$ cat config.mk
export PLATFORM = sky130hd
export DESIGN_NAME = if_fetch_ctrl
export DESIGN_NICKNAME = d
export VERILOG_FILES = /design/src/rtl/if_pkg.sv /design/src/rtl/redirect_buffer.sv /design/src/rtl/if_fetch_ctrl.sv
export SDC_FILE = /design/constraint.sdc
export NUM_CORES = 1
export LEC_CHECK = 0
export ABC_AREA = 1
export CAP_MARGIN = 30
export CELL_PAD_IN_SITES_DETAIL_PLACEMENT = 0
export CELL_PAD_IN_SITES_GLOBAL_PLACEMENT = 1
export CORE_ASPECT_RATIO = 0.6
export CORE_MARGIN = 2
export CORE_UTILIZATION = 30
export CTS_CLUSTER_DIAMETER = 200
export DETAILED_ROUTE_END_ITERATION = 16
export PLACE_DENSITY = 0.94
export REMOVE_ABC_BUFFERS = 1
export SLEW_MARGIN = 0
export SYNTH_ARGS = -nofsm -noshare
export SYNTH_HDL_FRONTEND = slang
export SYNTH_SLANG_ARGS = --single-unit
$ cat constraint.sdc
create_clock -name CLK -period 4.9 [get_ports CLK]
set_input_delay 1.225 -clock CLK [delete_from_list [all_inputs] [get_ports CLK]]
set_output_delay 1.225 -clock CLK [all_outputs]
set_load 0.05 [all_outputs]
$ cat src/rtl/if_pkg.sv
// ----------------------------------------------------------------------------
// if_pkg
//   Shared definitions for the instruction-fetch control slice.
//   - S_INIT / S_FETCH / S_WAIT encodings of the fetch sequencer (2 bits)
//   - fetch_state_e: enum built on those encodings
//   - RESET_PC_DEFAULT: default PC loaded while the sequencer is initialising
// ----------------------------------------------------------------------------
package if_pkg;

  localparam logic [1:0] S_INIT_ENC  = 2'd0;
  localparam logic [1:0] S_FETCH_ENC = 2'd1;
  localparam logic [1:0] S_WAIT_ENC  = 2'd2;

  typedef enum logic [1:0] {
    S_INIT  = S_INIT_ENC,
    S_FETCH = S_FETCH_ENC,
    S_WAIT  = S_WAIT_ENC
  } fetch_state_e;

  localparam logic [31:0] RESET_PC_DEFAULT = 32'h0000_0000;

endpackage

$ cat src/rtl/redirect_buffer.sv
// ----------------------------------------------------------------------------
// redirect_buffer
//   Holds one branch/jump redirect that arrived while a fetch was still
//   outstanding, so it can be applied when that fetch completes.
//   Ports:
//     CLK         in   1      clock
//     Reset       in   1      synchronous, active-high reset
//     set         in   1      capture d and raise pend
//     clr         in   1      drop the buffered redirect (wins over set)
//     d           in   WIDTH  redirect target to capture
//     pend        out  1      a redirect is buffered
//     pend_target out  WIDTH  buffered redirect target
// ----------------------------------------------------------------------------
module redirect_buffer
  import if_pkg::*;
#(
  parameter int WIDTH = 32
) (
  input  logic             CLK,
  input  logic             Reset,
  input  logic             set,
  input  logic             clr,
  input  logic [WIDTH-1:0] d,
  output logic             pend,
  output logic [WIDTH-1:0] pend_target
);

  // NOTE: sequential state uses non-blocking assignments so every register
  // samples pre-edge values regardless of block evaluation order.
  always_ff @(posedge CLK) begin
    if (Reset) begin
      // NOTE: the target register is reset too, so a stale address can never
      // be observed even though pend already qualifies it.
      pend        <= 1'b0;
      pend_target <= '0;
    end else if (clr) begin
      pend        <= 1'b0;
    end else if (set) begin
      pend        <= 1'b1;
      pend_target <= d;
    end
  end

endmodule

$ cat src/rtl/if_fetch_ctrl.sv
// ----------------------------------------------------------------------------
// if_fetch_ctrl
//   Sequences the IF stage against a variable-latency instruction memory:
//   decides each cycle whether the PC advances, holds or is redirected,
//   buffers a redirect that arrives mid-fetch, and drives IF/ID hold/flush.
//   Ports:
//     CLK              in   1      clock
//     Reset            in   1      synchronous, active-high reset
//     Imem_Ready       in   1      instruction memory completes the fetch
//     Hazard_Stall     in   1      load-use stall request from ID
//     Branch           in   1      EX holds a conditional branch
//     Zero             in   1      ALU zero flag for that branch
//     Jump             in   1      EX holds an unconditional jump
//     Target           in   WIDTH  branch/jump target
//     nextPc           in   WIDTH  PC+4 from the IF adder
//     PC_i             out  WIDTH  value loaded by the PC register
//     PC_Hold          out  1      PC register keeps its value
//     Imem_Req         out  1      fetch request
//     IF_ID_Hold       out  1      IF/ID keeps its value
//     IF_ID_Flush      out  1      IF/ID loads a bubble (wins over hold)
//     Redirect_Pending out  1      a buffered redirect is waiting
// ----------------------------------------------------------------------------
module if_fetch_ctrl
  import if_pkg::*;
#(
  parameter int               WIDTH             = 32,
  parameter logic [WIDTH-1:0] RESET_PC          = WIDTH'(RESET_PC_DEFAULT),
  parameter int               RESET_HOLD_CYCLES = 2
) (
  input  logic             CLK,
  input  logic             Reset,
  input  logic             Imem_Ready,
  input  logic             Hazard_Stall,
  input  logic             Branch,
  input  logic             Zero,
  input  logic             Jump,
  input  logic [WIDTH-1:0] Target,
  input  logic [WIDTH-1:0] nextPc,
  output logic [WIDTH-1:0] PC_i,
  output logic             PC_Hold,
  output logic             Imem_Req,
  output logic             IF_ID_Hold,
  output logic             IF_ID_Flush,
  output logic             Redirect_Pending
);

  localparam int CNT_W = $clog2(RESET_HOLD_CYCLES + 1);
  localparam logic [CNT_W-1:0] CNT_LAST = CNT_W'(RESET_HOLD_CYCLES - 1);

  fetch_state_e     state;
  logic [CNT_W-1:0] hold_cnt;

  logic             take;
  logic             done;
  logic             pend;
  logic [WIDTH-1:0] pend_target;
  logic             buf_set;
  logic             buf_clr;

  assign take = Jump | (Branch & Zero);
  assign done = Imem_Req & Imem_Ready;

  assign Redirect_Pending = pend;

  redirect_buffer #(.WIDTH(WIDTH)) u_redirect_buffer (
    .CLK         (CLK),
    .Reset       (Reset),
    .set         (buf_set),
    .clr         (buf_clr),
    .d           (Target),
    .pend        (pend),
    .pend_target (pend_target)
  );

  // Sequencer: S_INIT for RESET_HOLD_CYCLES cycles, then S_FETCH/S_WAIT
  // tracking whether the outstanding fetch completed this cycle.
  always_ff @(posedge CLK) begin
    if (Reset) begin
      state    <= S_INIT;
      hold_cnt <= '0;
    end else begin
      case (state)
        S_INIT: begin
          if (hold_cnt == CNT_LAST) begin
            state <= S_FETCH;
          end else begin
            hold_cnt <= hold_cnt + 1'b1;
          end
        end
        S_FETCH, S_WAIT: state <= Imem_Ready ? S_FETCH : S_WAIT;
        default:         state <= S_INIT;
      endcase
    end
  end

  // Output mux. Priority inside a fetch: redirect > stall > memory wait.
  always_comb begin
    // NOTE: every output gets a default first so no path leaves a value
    // unassigned, which would otherwise infer a latch.
    PC_i        = nextPc;
    PC_Hold     = 1'b1;
    Imem_Req    = 1'b0;
    IF_ID_Hold  = 1'b0;
    IF_ID_Flush = 1'b0;
    buf_set     = 1'b0;
    buf_clr     = 1'b0;

    if (state == S_FETCH || state == S_WAIT) begin
      Imem_Req = 1'b1;
      if (Imem_Ready) begin
        if (pend || take) begin
          // Returning instruction is wrong-path: drop it and steer the PC.
          // The buffered (older) redirect outranks a fresh one.
          PC_Hold     = 1'b0;
          PC_i        = pend ? pend_target : Target;
          IF_ID_Flush = 1'b1;
          buf_clr     = 1'b1;
        end else if (Hazard_Stall) begin
          // Keep the PC so the returned instruction is fetched again.
          IF_ID_Hold = 1'b1;
        end else begin
          PC_Hold = 1'b0;
        end
      end else begin
        // Only the first redirect seen while waiting is kept.
        buf_set = take & ~pend;
        if (take || pend) begin
          IF_ID_Flush = 1'b1;
        end else if (Hazard_Stall) begin
          IF_ID_Hold = 1'b1;
        end else begin
          IF_ID_Flush = 1'b1;
        end
      end
    end else begin
      // S_INIT (and any illegal encoding): load RESET_PC, keep IF/ID empty.
      PC_Hold     = 1'b0;
      PC_i        = RESET_PC;
      IF_ID_Flush = 1'b1;
    end
  end

endmodule
==> results of run 1 <==
-- kinds of logic (layout without fill, tap and decap cells) --
group                      Yosys count  count (layout)  synth area share [%]
AOI/OAI and AO/OA                   61              61                  12.3
adders and majority gates            3               3                  1.50
DFF                                 37              37                  29.6
and+or+nand+nor                    251             251                  44.7
buffers and inverters               50             135                  11.9
-- metal layers --
layer | routed length, um | share of wire, %
met5 | 0 | 0
met4 | 88 | 1.0
met3 | 672 | 7.8
met2 | 3990 | 46
met1 | 3860 | 45
-- cell usage after synthesis, drive strengths merged --
master / instances
o21ai: 6
ha: 3
nand4: 32
buf: 28
nand3: 47
nor4: 1
inv: 13
o211ai: 1
a21oi: 54
nand2: 166
clkbuf: 9
nor2: 5
dfxtp: 37
-- worst max-delay path, cell delays in order --
cell and delay, ns:
clkdlybuf4s50_1 0.39, nand2_1 0.12, nand3_4 0.23, nand2_2 0.56, nand2_1 0.11, a21oi_1 0.30, buf_12 0.18
-- registers in the layout, summed over array words and instances (netlist names) --
name and count:
hold_cnt 2, u_redirect_buffer.pend_target 32, u_redirect_buffer.pend 1, state 2
-- path summary, 6_finish.rpt --
| kind | end | slack (ns) | cells after the start |
|---|---|---|---|
| worst max-delay path | PC_i[3] | 0.53 | 7 |
| worst min-delay path | u_redirect_buffer.pend_target[10] | 0.46 | 2 |
| worst max register to register | u_redirect_buffer.pend_target[1] | 2.46 | 9 |
| worst min register to register | u_redirect_buffer.pend_target[10] | 0.46 | 2 |
-- cell type report --
type                       count  share of cell area, %
clock buffer                   6                   3.23
clock inverter                 2                  0.251
inverter                      13                   1.35
multi-input combinational    315                   36.7
sequential                    37                   18.6
tap                          108                   3.39
timing repair buffer         114                   36.4
-- power by group through the flow --
stage               Clock [mW]  Combinational (mW)  Sequential [mW]
detailed placement           0                1.81            0.391
global route             0.332                1.91            0.392
finish                   0.308                1.80            0.387
global placement             0                1.78            0.386
floorplan                    0               0.935            0.409
CTS                      0.312                1.81            0.385
-- per-stage QoR --
| stage | total power, mW | util (%) | cells |
|---|---|---|---|
| after global placement | 2.16 | 48.2 | 587 |
| after CTS | 2.51 | 49.9 | 595 |
| after floorplan | 1.34 | - | 365 |
| final | 2.50 | 49.9 | 595 |
| after detailed placement | 2.20 | 48.2 | 587 |
| after global routing | 2.64 | 49.9 | 595 |
==> impl_metrics.env, run 1 <==
export IMPL_tightest_slew_ns=0.720
export IMPL_use_met1_pct=25.3
export IMPL_fp_dieArea_um2=9110
export IMPL_worstPathArrival_ns=3.14
export IMPL_min_from="u_redirect_buffer.pend_target[10]"
export IMPL_drv_cap=0
export IMPL_diodes=0
export IMPL_grt_pass1_wl_um=13900
export IMPL_ios=108
export IMPL_antenna_found_initial=0
export IMPL_ant_nets=0
export IMPL_hp_class="reg -> reg"
export IMPL_rows=25
export IMPL_finalSetupViolCount=0
export IMPL_switching_share_pct=50.5
export IMPL_layout_min_cycle_time_ns=4.37
export IMPL_crit_fanout=32
export IMPL_slew_viol_final=0
export IMPL_wl_per_cell_um=14.5
export IMPL_use_met3_pct=4.70
export IMPL_cp_startpoint="Branch"
export IMPL_setup_ws_ns=0.534
export IMPL_start_util_pct=31.4
export IMPL_outcome="finished clean"
export IMPL_final_nets=560
export IMPL_htree_levels=2
export IMPL_synth_area_top_cells="dfxtp_1, nand2_1, a21oi_1, nand3_1, nand4_1"
export IMPL_yosysTopAreaCell="dfxtp_1"
export IMPL_fillers=784
export IMPL_viasPerCell=5.07
export IMPL_critPathRequiredTime_ns=3.67
export IMPL_port_buffers=107
export IMPL_multi_input_area_um2=1460
export IMPL_cts_root_buf="clkbuf_16"
export IMPL_vdd_drop_max_v=0.000297
export IMPL_maxClockFrequency_mhz=229
export IMPL_drive_gt1_share_pct=11.7
export IMPL_comb_power_share_pct=72.2
export IMPL_finalHoldViolCount=0
export IMPL_grt_setup_unrepaired="no"
export IMPL_critPathLaunchType="input pin"
export IMPL_synthDistinctLibCells=21
export IMPL_p_clk_share_pct=12.3
export IMPL_pre_cts_ws_ns=0.505
export IMPL_vias=3014
export IMPL_netlist_area_um2=2500
export IMPL_p_switching_mw=1.26
export IMPL_fin_setup_tns_ns=0
export IMPL_drcViolationCount=0
export IMPL_grtUsageTotal_pct=19.3
export IMPL_die_w_um=122
export IMPL_cts_tree="built"
export IMPL_avgSynthCellArea_um2=6.22
export IMPL_gp_congestion=0.701
export IMPL_syn_to_final_growth_pct=59.2
export IMPL_p_per_area_nw_per_um2=627
export IMPL_drt_total_wl_um=8610
export IMPL_leakagePower_nw=1.64
export IMPL_seqPwrFrac_pct=15.5
export IMPL_clkLatencyLatePin_ns=0.28
export IMPL_die_h_um=74.7
export IMPL_regArea_um2=741
export IMPL_first_pass_iters=5
export IMPL_power_internal_mw=1.24
export IMPL_cts_max_path_buffers=2
export IMPL_final_cell_mix="nand2_1, clkdlybuf4s50_1, a21oi_1, nand3_1, dfxtp_1"
export IMPL_slew_headroom_pct=51.9
export IMPL_min_period_over_period_pct=89.1
export IMPL_skew_ns=0.00306
export IMPL_final_common_cell="nand2_1"
export IMPL_dp_hpwl_um=5910
export IMPL_core_um2=7980
export IMPL_syn_inst=402
export IMPL_ys_warn_count=0
export IMPL_ctsHoldBuffers=0
export IMPL_drtIter0Drc=162
export IMPL_met2_usage_pct=32.2
export IMPL_clock_sinks=37
export IMPL_synth_seq_cells=37
export IMPL_hold_ws_ns=0.461
export IMPL_place_area_um2=3840
export IMPL_cts_made_buffers=5
export IMPL_cts_resized_gates=0
export IMPL_crit_path_end_kind="output pin"
export IMPL_path_class="in -> out"
export IMPL_grt_pass1_vias=2880
export IMPL_postLayoutCellArea_um2=3980
export IMPL_grt_max_degree=67
export IMPL_grt_overflow=0
export IMPL_path_clk_slew_ns=0.06
export IMPL_postCtsSetupRepairBufs=0
export IMPL_yosysSeqAreaShare_pct=29.6
export IMPL_rr_startpoint="state[0]"
export IMPL_netlist_area_leader_share_pct=29.6
export IMPL_grt_most_used_layer="met2"
(Power assumes the default switching activity.)
==> run 2: changes to the inputs <==
--- a/config.mk
+++ b/config.mk
@@ -6,7 +6,7 @@
 export NUM_CORES = 1
 export LEC_CHECK = 0
 export ABC_AREA = 1
-export CAP_MARGIN = 30
+export CAP_MARGIN = 0
 export CELL_PAD_IN_SITES_DETAIL_PLACEMENT = 0
 export CELL_PAD_IN_SITES_GLOBAL_PLACEMENT = 1
 export CORE_ASPECT_RATIO = 0.6
==> results of run 2 <==
Final layout, timing and power as in run 1 (identical DEF).
